<file path="src/rtl/memory_pipe.sv">
// MEM/WB pipeline stage: issues and holds the data-memory request until dhit,
// steers byte/half/word lanes with sign-extension, and registers writeback fields.
module memory_pipe #(
  parameter int DATA_W = 32,
  parameter int ADDR_W = 32,
  parameter int REG_W  = 5,
  parameter int NPC_W  = 32
) (
  input  logic              CLK,
  input  logic              nRST,
  input  logic              en,
  input  logic              flush,
  input  logic              in_valid,
  input  logic              dREN,
  input  logic              dWEN,
  input  logic [1:0]        size,
  input  logic              lsigned,
  input  logic [ADDR_W-1:0] ALUOut,
  input  logic [DATA_W-1:0] storedata,
  input  logic [NPC_W-1:0]  nPC,
  input  logic              regWr,
  input  logic [1:0]        regSel,
  input  logic [REG_W-1:0]  regDst,
  output logic              dmemREN,
  output logic              dmemWEN,
  output logic [ADDR_W-1:0] dmemaddr,
  output logic [DATA_W-1:0] dmemstore,
  output logic [DATA_W/8-1:0] dmembyteen,
  input  logic              dhit,
  input  logic [DATA_W-1:0] dmemload,
  output logic              mem_stall,
  output logic              out_valid,
  output logic [NPC_W-1:0]  nPC_next,
  output logic              regWr_next,
  output logic [1:0]        regSel_next,
  output logic [REG_W-1:0]  regDst_next,
  output logic [ADDR_W-1:0] ALUOut_next,
  output logic [DATA_W-1:0] dmemload_next,
  output logic              misalign
);
  localparam int LANES = DATA_W / 8;
  localparam int OFF_W = $clog2(LANES);
  localparam logic [LANES-1:0] BE_BYTE = LANES'(4'h1);
  localparam logic [LANES-1:0] BE_HALF = LANES'(4'h3);
  localparam logic [LANES-1:0] BE_WORD = LANES'(4'hF);
  localparam logic [OFF_W-1:0] WORD_OFF_MASK = ~OFF_W'(3);

  typedef enum logic {S_IDLE, S_WAIT} state_t;
  state_t state_q, state_d;

  logic              flushed_q, ren_q, wen_q, outValid_q, regWr_q, misalign_q;
  logic [ADDR_W-1:0] addr_q, alu_q;
  logic [DATA_W-1:0] store_q, load_q;
  logic [LANES-1:0]  be_q;
  logic [NPC_W-1:0]  nPC_q;
  logic [1:0]        regSel_q;
  logic [REG_W-1:0]  regDst_q;

  logic [NPC_W-1:0]  shNPC_q;
  logic              shRegWr_q, shSigned_q, shStore_q;
  logic [1:0]        shRegSel_q, shSize_q;
  logic [REG_W-1:0]  shRegDst_q;
  logic [ADDR_W-1:0] shAlu_q;
  logic [OFF_W-1:0]  shOff_q;

  logic [OFF_W-1:0]  offset;
  logic              isMem, misaligned, accept;
  logic [DATA_W-1:0] storeData, shifted, loadMask, loadExt;
  logic [LANES-1:0]  storeBe;
  logic              loadMsb;

  assign offset = ALUOut[OFF_W-1:0];

  always_comb begin
    isMem      = dREN | dWEN;
    misaligned = (size == 2'b01 && offset[0]) || (size[1] && offset[1:0] != 2'b00);
    accept     = (state_q == S_IDLE) && !flush && en && in_valid && isMem && !misaligned;
  end

  // Store operand is replicated across the bus so any lane the enables pick is correct.
  always_comb begin
    storeData = '0;
    storeBe   = '0;
    case (size)
      2'b00: begin
        storeData = {LANES{storedata[7:0]}};
        storeBe   = BE_BYTE << offset;
      end
      2'b01: begin
        storeData = {(LANES/2){storedata[15:0]}};
        storeBe   = BE_HALF << offset;
      end
      default: begin
        storeData = {(DATA_W/32){storedata[31:0]}};
        storeBe   = BE_WORD << (offset & WORD_OFF_MASK);
      end
    endcase
  end

  always_comb begin
    shifted  = dmemload >> {shOff_q, 3'b000};
    loadMask = DATA_W'(32'hFFFF_FFFF);
    loadMsb  = shifted[31];
    case (shSize_q)
      2'b00: begin
        loadMask = DATA_W'(8'hFF);
        loadMsb  = shifted[7];
      end
      2'b01: begin
        loadMask = DATA_W'(16'hFFFF);
        loadMsb  = shifted[15];
      end
      default: ;
    endcase
    loadExt = (shifted & loadMask) | ({DATA_W{shSigned_q & loadMsb}} & ~loadMask);
  end

  always_ff @(posedge CLK or negedge nRST) begin
    if (!nRST) state_q <= S_IDLE;
    else       state_q <= state_d;
  end

  always_comb begin
    state_d = state_q;
    case (state_q)
      S_IDLE:  if (accept) state_d = S_WAIT;
      S_WAIT:  if (dhit)   state_d = S_IDLE;
      default: state_d = S_IDLE;
    endcase
  end

  always_comb begin
    mem_stall = (state_q == S_WAIT);
  end

  always_ff @(posedge CLK or negedge nRST) begin
    if (!nRST) begin
      flushed_q  <= 1'b0;  ren_q      <= 1'b0;  wen_q    <= 1'b0;
      addr_q     <= '0;    store_q    <= '0;    be_q     <= '0;
      outValid_q <= 1'b0;  nPC_q      <= '0;    regWr_q  <= 1'b0;
      regSel_q   <= '0;    regDst_q   <= '0;    alu_q    <= '0;
      load_q     <= '0;    misalign_q <= 1'b0;
      shNPC_q    <= '0;    shRegWr_q  <= 1'b0;  shRegSel_q <= '0;
      shRegDst_q <= '0;    shAlu_q    <= '0;    shSize_q   <= '0;
      shOff_q    <= '0;    shSigned_q <= 1'b0;  shStore_q  <= 1'b0;
    end else if (state_q == S_IDLE) begin
      if (flush || (en && !in_valid)) begin
        outValid_q <= 1'b0;
        regWr_q    <= 1'b0;
      end else if (en && isMem && misaligned) begin
        outValid_q <= 1'b1;
        misalign_q <= 1'b1;
        regWr_q    <= 1'b0;
        nPC_q      <= nPC;
        regSel_q   <= regSel;
        regDst_q   <= regDst;
        alu_q      <= ALUOut;
        load_q     <= '0;
      end else if (accept) begin
        ren_q      <= dREN & ~dWEN;
        wen_q      <= dWEN;
        addr_q     <= {ALUOut[ADDR_W-1:OFF_W], OFF_W'(0)};
        store_q    <= storeData;
        be_q       <= storeBe;
        outValid_q <= 1'b0;
        shNPC_q    <= nPC;
        shRegWr_q  <= regWr;
        shRegSel_q <= regSel;
        shRegDst_q <= regDst;
        shAlu_q    <= ALUOut;
        shSize_q   <= size;
        shOff_q    <= offset;
        shSigned_q <= lsigned;
        shStore_q  <= dWEN;
      end else if (en) begin
        outValid_q <= 1'b1;
        misalign_q <= 1'b0;
        nPC_q      <= nPC;
        regWr_q    <= regWr;
        regSel_q   <= regSel;
        regDst_q   <= regDst;
        alu_q      <= ALUOut;
        load_q     <= '0;
      end
    end else begin
      // The bus transaction always completes; a flush only discards its result.
      if (flush) flushed_q <= 1'b1;
      if (dhit) begin
        ren_q     <= 1'b0;
        wen_q     <= 1'b0;
        flushed_q <= 1'b0;
        if (flushed_q || flush) begin
          outValid_q <= 1'b0;
          regWr_q    <= 1'b0;
        end else begin
          outValid_q <= 1'b1;
          misalign_q <= 1'b0;
          nPC_q      <= shNPC_q;
          regWr_q    <= shRegWr_q;
          regSel_q   <= shRegSel_q;
          regDst_q   <= shRegDst_q;
          alu_q      <= shAlu_q;
          load_q     <= shStore_q ? '0 : loadExt;
        end
      end
    end
  end

  assign dmemREN       = ren_q;
  assign dmemWEN       = wen_q;
  assign dmemaddr      = addr_q;
  assign dmemstore     = store_q;
  assign dmembyteen    = be_q;
  assign out_valid     = outValid_q;
  assign nPC_next      = nPC_q;
  assign regWr_next    = regWr_q;
  assign regSel_next   = regSel_q;
  assign regDst_next   = regDst_q;
  assign ALUOut_next   = alu_q;
  assign dmemload_next = load_q;
  assign misalign      = misalign_q;
endmodule

</file>
<file path="config.mk">
export PLATFORM = sky130hd
export DESIGN_NAME = memory_pipe
export DESIGN_NICKNAME = d
export VERILOG_FILES = /design/src/rtl/memory_pipe.sv
export SDC_FILE = /design/constraint.sdc
export NUM_CORES = 1
export LEC_CHECK = 0
export BUFFER_PORTS_ARGS = -buffer_cell sky130_fd_sc_hd__buf_2
export CORE_ASPECT_RATIO = 0.5
export CORE_MARGIN = 2
export CORE_UTILIZATION = 55
export CTS_CLUSTER_SIZE = 12
export DETAILED_ROUTE_END_ITERATION = 8
export HOLD_SLACK_MARGIN = 0.15
export PLACE_DENSITY = 0.85
export SYNTH_ARGS = -nofsm -noshare
export SYNTH_HDL_FRONTEND = slang
export SYNTH_SLANG_ARGS = --single-unit
</file>
<file path="constraint.sdc">
create_clock -name CLK -period 4.5 [get_ports CLK]
set_input_delay 0.9 -clock CLK [delete_from_list [all_inputs] [get_ports CLK]]
set_output_delay 0.9 -clock CLK [all_outputs]
set_load 0.02 [all_outputs]
</file>
Word level (Yosys, flattened, before mapping)
Cells that the tools add are included.
Operators by class
  shifts and indexed selects: 3
  equality and inequality tests: 8
  multipliers: 0
  bitwise operators: 11
  magnitude comparators: 0
  add/sub/neg operators: 0
  div/mod/pow operators: 0
  reduce and logical (&&, ||, !) cells: 30
  muxes and demuxes: 75
Operators with widths (number)
  $mux W32: 22
  $pmux W32 S2: 2
  $and A32 B32 Y32: 2
  $mux W5: 7
  $mux W1: 34
  $not A32 Y32: 1
  $or A32 B32 Y32: 1
  $shr A32 B5 Y32: 1
  $mux W2: 7
  $logic_and A1 B1 Y1: 10
  $ne A2 B2 Y1 const B: 4
  $pmux W4 S2: 1
  $reduce_and A4 Y1: 2
  $reduce_bool A2 Y1: 3
  $reduce_and A5 Y1: 1
  $reduce_bool A5 Y1: 1
  $eq A2 B1 Y1 const B: 2
  $logic_not A2 Y1: 2
  $ne A4 B2 Y1 const B: 1
  $not A1 Y1: 4
  $pmux W1 S2: 2
  $reduce_and A2 Y1: 2
  $reduce_bool A4 Y1: 1
  $shl A1 B2 Y4 const A: 1
  8 further kinds: 13
Storage, ports and cells
  memories kept: 0
  bits in registers: 254
  ROM bits: 0
  bits of input ports: 147
  logic and storage cells: 151
  output and inout port bits: 177
  RAM bits: 0
  latch bits: 0

Depth between registers and ports, before layout
Gate-level depths: netlist of the first run.
  depth after elaboration: 10
  gate-level depth with buffers: 7
  depth with buffers taken out: 4

Least setup slack after synthesis of the first run
No wires, ideal clock.
  kind: input to register
  from: in ALUOut[1]
  to: reg addr_q[31] (netlist: dmemaddr[31])
  required time: 4375 ps
  arrival time: 2290 ps
  stages on the path: 6
  setup slack: 2085 ps
  setup time: 125 ps
  buffers on the path: 3
  path through: buf_2 -> a21oi_1 -> o2111ai_1 -> clkbuf_1 -> buf_2 -> mux2_2
On the way
  longest elaborated chain between the ends: 6
  elaborated cells between the ends (all ways): 8
  classes of those cells: 1 x bitwise; 7 x reduce/logical
RTL lines
  start, declared: line 18  | input logic [ADDR_W-1:0] ALUOut,
  $reduce_bool A2 Y1 *: line 76  | misaligned = (size == 2'b01 && offset[0]) || (size[1] && offset[1:0] != 2'b00);
  $logic_and A1 B1 Y1 *: line 76
  $logic_or A1 B1 Y1 *: line 76
  $logic_not A1 Y1 / $logic_and A1 B1 Y1 (equally long branches): line 77, 150
  $logic_and A1 B1 Y1 / $not A1 Y1 (equally long branches)
  $reduce_and A4 Y1 (no line) *
  end signal, assigned: line 162  | addr_q <= {ALUOut[ADDR_W-1:OFF_W], OFF_W'(0)};
  end, declared: line 52  | logic [ADDR_W-1:0] addr_q, alu_q;
Every way passes the cells marked *; elsewhere a longest branch is shown, timed or not.
A chain may end at the register's enable or synchronous reset.

==> results of run 1 <==
-- worst reg2reg max path: stages, from the launching register on --
cell and delay, ns:
dfrtp_1 0.95, nor2b_1 0.59, a2bb2oi_1 0.23, a2111oi_4 0.87
a221o_2 0.23
-- cells by family (layout without fill, tap and decap cells) --
logic type | Yosys count | count (layout) | synth area share [%]
compound gates | 111 | 111 | 7.723
xor+xnor | 2 | 2 | 0.1700
buf+inv | 93 | 366 | 5.027
flops | 222 | 222 | 53.92
mux | 268 | 268 | 28.91
other cells | 1 | 2 | 0.03639
simple gates | 96 | 96 | 4.214
-- power breakdown --
| group | internal, mW | switching, mW |
|---|---|---|
| Sequential | 2.51 | 0.310 |
| Clock | 0.907 | 0.713 |
| Combinational | 0.831 | 1.12 |
-- stage by stage --
stage | hold WS, ns | util [%] | setup slack [ns] | cells
2_1_floorplan | 0.4736 | - | 2.085 | 794
3_3_place_gp | 0.4574 | 64.52 | 1.389 | 1280
3_5_place_dp | 0.4657 | 64.52 | 1.293 | 1280
4_1_cts | 0.4796 | 67.73 | 1.582 | 1307
5_1_grt | 0.5086 | 67.73 | 1.313 | 1307
6_report | 0.4593 | 67.73 | 1.558 | 1307
-- cell usage in the layout, fill, tap and decap left out, types with 4 or more instances in the layout --
| master | synthesis | final |
|---|---|---|
| buf_2 | 27 | 320 |
| mux2_2 | 227 | 227 |
| dfrtp_1 | 222 | 221 |
| nand2_1 | 42 | 42 |
| mux2i_1 | 40 | 40 |
| o21ai_0 | 36 | 36 |
| nor2_1 | 25 | 25 |
| clkbuf_16 | 0 | 23 |
| a21oi_1 | 19 | 19 |
| a211o_1 | 15 | 15 |
| nor2b_1 | 10 | 10 |
| a22o_1 | 9 | 9 |
| buf_4 | 32 | 9 |
| inv_1 | 7 | 7 |
| a221o_1 | 7 | 7 |
| a32o_1 | 7 | 7 |
| nand2b_1 | 4 | 4 |
| nand3_1 | 4 | 4 |
-- worst min path at each step --
| stage | startpoint | to | slack (ns) | cells after the start |
|---|---|---|---|---|
| after floorplan | shNPC_q[1] | shNPC_q[1] | 0.47 | 1 |
| after global placement | out_valid | out_valid | 0.46 | 2 |
| after detailed placement | dmemstore[30] | dmemstore[30] | 0.47 | 2 |
| after CTS | dmemstore[30] | dmemstore[30] | 0.48 | 2 |
| after global routing | dmemload_next[22] | dmemload_next[22] | 0.51 | 1 |
| final | nRST | dmemload_next[26] | 0.46 | 1 |
-- state kept, by name, summed over array words and instances (netlist names), 4 cells and up --
register,count
ALUOut_next,32
dmemload_next,32
dmemstore,32
nPC_next,32
shNPC_q,32
shAlu_q,31
regDst_next,5
shRegDst_q,5
dmembyteen,4
-- layer usage --
metal / wire length, um / vias to the layer above / GRT usage [%]
met3: 1219 / 65 / 4.349
met1: 9995 / 3683 / 30.07
met4: 957 / 0 / 10.01
met5: 0 / - / 0
met2: 12860 / 217 / 44.99
li1: - / 3345 / -
-- area by class of cell --
cell class	count	area [sq um]
Timing Repair Buffer	332	1724
Sequential cell	222	5559
Multi-Input combinational cell	479	4257
Tap cell	240	300.3
Inverter	7	26.28
Fill cell	1357	5934
Clock buffer	26	586.8
Clock inverter	1	5.005
==> reports/results.ini, run 1 <==
[synth]
ys_types = 46
synth_seq_cells = 222
synth_area_leader_cell = dfrtp_1
syn_inst = 793
syn_area_per_cell_sq_um = 12.99
yosysSeqAreaShare_pct = 53.92
async_flop_share_pct = 100.0
syn_area_sq_um = 10300
ys.warnings.count = 0
synthTopCellsByArea = dfrtp_1 54%, mux2_2 25%, mux2i_1 3.9%
synthFlopType = dfrtp_1
post-synth-top-count-cell = mux2_2
synth_common_cells = 227 x mux2_2, 222 x dfrtp_1, 42 x nand2_1
yosysTopAreaCellShare_pct = 53.92
synth_edf_count = 0

[detailed_routing]
ant_nets = 0
drc = 0
vias_per_cell = 5.593
totalWireLength_um = 25030
dr.pass1.iters = 4
drtIter0Drc = 275
wl_per_cell_um = 19.15
vias = 7310

[finish]
nets = 1211
areaGrowthSynthToFinish_pct = 20.91
antennaDiodeCount = 0
design_area_sq_um = 12460
drive_gt1_share_pct = 55.58

[sta]
tightest_slew_ns = 1.003
skew_ns = 0.007148
setup_viol = 0
min_period_over_period_pct = 65.37
hold_viol_final = 0
fin_crit_ns = 2.942
final_max_slew_viol_count = 0
fmax_mhz = 339.9
slew-limit-headroom_pct = 33.11
tns_ns = 0
rsz0062_at_grt = no

[grt]
antenna_found_initial = 0
grt_overflow_total = 0
track_usage_pct = 24.91
grt_pass1_vias = 7670
grt_pass1_wl_um = 39250
grt_max_degree = 130

[die]
start_util_pct = 56.02
core_area_sq_um = 18390
pin_count = 324
die-area_sq_um = 19910
die_x_um = 197.6
rows = 35
die_h_um = 100.8

[critical_path]
crit_slowest_cell = dfrtp_1
setup.worst_path.end = dmemload_next[29]
slowest_delay_ns = 0.95
path_cells = nor2b_1, a2bb2oi_1, a2111oi_4, a221o_2
critPathTopFamily = compound AO/OA/AOI/OAI gates
path_depth = 4
path_class = register to register
reg2regPathDepth = 4
worstReg2RegStart = shAlu_q[1]
critPathBufInv = 0
crit_path_max_fanout = 29
endpoint_kind = register
critPathLaunch = shAlu_q[1]
ff2ff_setup_slack_ns = 1.56
rr_endpoint = dmemload_next[29]
crit_required_ns = 4.93
start_kind = register
critical_path_arrival_ns = 3.37

[clock_tree]
ctsResizeCount = 0
hold_buffers = 0
postCtsSetupBuffers = 0
cts_root_buf = clkbuf_16
cts_buffer_depth = 3
cts_made_buffers = 22
cts_tree = done
clock_latency_ns = 0.49
htreeDepth = 1
cts_num_sinks = 222
clk_pin_slew_worst_paths_ns = 0.06

[place]
dp_hpwl_um = 17550
place_congestion = 0.8829
postPlaceCellArea_sq_um = 11870
port_buffers = 321

[pwr]
vdd_drop_max_v = 0.0002785
p_leak_nw = 6.147
power.total_mw = 6.390
p_per_area_nw_per_um2 = 512.9

[job]
cap_violations = 0

[status]
status = completed

[hold_path]
min_path_type = primary input to asynchronous set/reset pin

No activity file was read; power rests on OpenSTA's default activity.
==> run 2: changes to the inputs <==
--- a/config.mk
+++ b/config.mk
@@ -8,11 +8,11 @@
 export BUFFER_PORTS_ARGS = -buffer_cell sky130_fd_sc_hd__buf_2
 export CORE_ASPECT_RATIO = 0.5
 export CORE_MARGIN = 2
-export CORE_UTILIZATION = 55
+export CORE_UTILIZATION = 47
 export CTS_CLUSTER_SIZE = 12
 export DETAILED_ROUTE_END_ITERATION = 8
 export HOLD_SLACK_MARGIN = 0.15
-export PLACE_DENSITY = 0.85
+export PLACE_DENSITY = 0.77
 export SYNTH_ARGS = -nofsm -noshare
 export SYNTH_HDL_FRONTEND = slang
 export SYNTH_SLANG_ARGS = --single-unit
==> constraint.sdc (replaced) <==
create_clock -name CLK -period 2.7 [get_ports CLK]
set_input_delay 0.54 -clock CLK [delete_from_list [all_inputs] [get_ports CLK]]
set_output_delay 0.54 -clock CLK [all_outputs]
set_load 0.02 [all_outputs]
==> run 2 against run 1 <==
Net effect:
- clock-buffer cell count rose by 4
- sequential power rose by 66%
- first-iteration DRC count rose by 83%
- flip-flop and latch count did not move
- critical path type is now register to output port
==> reports/results.ini, run 2 (synthesized netlist as in run 1, its figures left out) <==
[detailed_routing]
vias_per_cell = 5.313
totalWireLength_um = 25370
drtIter0Drc = 503
vias = 7342
ant_nets = 0
drc = 0
wl_per_cell_um = 18.36
dr.pass1.iters = 5

[clock_tree]
postCtsSetupBuffers = 0
cts_made_buffers = 23
cts_buffer_depth = 3
cts_num_sinks = 222
clock_latency_ns = 0.51
cts_root_buf = clkbuf_16
ctsResizeCount = 0
htreeDepth = 1
hold_buffers = 1
clk_pin_slew_worst_paths_ns = 0.06
cts_tree = done

[sta]
slew-limit-headroom_pct = 51.60
fin_hold_ws_ns = 0.2427
fin_crit_ns = 2.434
fmax_mhz = 410.9
rsz0062_at_grt = no
worst_slack_ns = 0.2665
min_period_over_period_pct = 90.13
tightest_slew_ns = 0.7260
final_max_slew_viol_count = 0
setup_viol = 0
hold_viol_final = 0
tns_ns = 0
skew_ns = 0.01013

[place]
port_buffers = 321
place_congestion = 0.8294
dp_hpwl_um = 18150
pre_cts_ws_ns = 0.3260

[pwr]
swShare_pct = 32.92
power.total_mw = 11.02
internal_power_mw = 7.390
power_frac_comb_pct = 29.8
p_per_area_nw_per_um2 = 864.8
p_sw_mw = 3.626
p_leak_nw = 6.249
p_clk_share_pct = 27.8
vdd_drop_max_v = 0.0004830
seq_power_share_pct = 42.4

[critical_path]
worstReg2RegStart = mem_stall
crit_path_max_fanout = 52
reg2regPathDepth = 6
crit_required_ns = 2.16
critPathBufInv = 2
path_class = register to output port
slowest_delay_ns = 0.59
start_kind = register
endpoint_kind = output port
rr_endpoint = dmemload_next[3]
critPathTopFamily = buffers and inverters
path_cells = buf_4, buf_2
critical_path_arrival_ns = 1.89
ff2ff_setup_slack_ns = 0.46
crit_slowest_cell = buf_4

[die]
die-area_sq_um = 23190
start_util_pct = 47.73
pin_count = 324
core_area_sq_um = 21590
die_h_um = 108.7
die_x_um = 213.4
rows = 38

[finish]
final_util_pct = 59.01
n_fill_cell = 1779
layout_common_cells = 320 x buf_2, 227 x mux2_2, 221 x dfrtp_1
nets = 1220
layout_commonest_cell = buf_2
areaGrowthSynthToFinish_pct = 23.63
multiInputGateArea_sq_um = 4257
regArea_sq_um = 5559
drive_gt1_share_pct = 55.93

[grt]
grt_overflow_total = 0
track_usage_pct = 21.30
grt_pass1_wl_um = 39100
grt_pass1_vias = 7490
antenna_found_initial = 1
grt_max_degree = 83

[hold_path]
hold_end = flushed_q
hold_depth = 2
min_path_type = primary input to register
worstHoldStart = dhit

[status]
status = completed

[job]
cap_violations = 0

## run 2: cell types whose count changed in the layout (fill, tap and decap cells not counted), sizes merged
cell / change
clkbuf: +4
dlygate4sd3: +1
diode: +2
buf: +7
bufinv: +2
clkinv: -1
## run 2: per-layer routing
metal	part of all wire, %	GRT usage (%)	up-vias	wire (um)
met5	0	0	-	0
met4	2.9	6.448	0	727
met3	4.8	4.349	49	1227
met2	51	36.97	200	12820
met1	42	27.17	3706	10600
li1	-	-	3387	-
## run 2: power groups by stage
stage / sequential, mW / clock, mW / combinational [mW]
global route: 4.78 / 3.31 / 3.50
floorplan: 5.32 / 0 / 1.59
global placement: 4.65 / 0 / 3.23
detailed placement: 4.73 / 0 / 3.31
CTS: 4.67 / 3.14 / 3.32
finish: 4.68 / 3.06 / 3.28
## run 2: cell type report
cell class	count	share of cell area [%]
clock inverters	2	0.4715
multi-input cells	479	33.42
well taps	300	2.947
inverters	7	0.2063
diodes	2	0.03929
clock buffers	30	4.960
flip-flops and latches	222	43.64
repair buffers	340	14.32
## run 2: worst max path at each step
stage	slack (ns)	to	cells after the start	startpoint
2_1_floorplan	0.65	dmemaddr[31]	6	ALUOut[1]
3_3_place_gp	0.40	dmemload_next[7]	7	size[1]
3_5_place_dp	0.33	dmemload_next[3]	7	size[1]
4_1_cts	0.22	mem_stall	2	mem_stall
5_1_grt	0.17	mem_stall	2	mem_stall
6_report	0.27	mem_stall	2	mem_stall
## run 2: worst register-to-register path, stage by stage (launching register included)
cell and delay (ns):
dfrtp_4 0.53, and4bb_2 0.29, nor4_1 0.49, or2_1 0.19
buf_4 0.27, buf_4 0.25, a32o_1 0.15
## run 2: metrics by stage
step	std cells	area [sq um]
after floorplan	794	10310
after global placement	1347	12030
after detailed placement	1347	12030
after CTS	1380	12730
after global routing	1381	12740
final	1382	12740
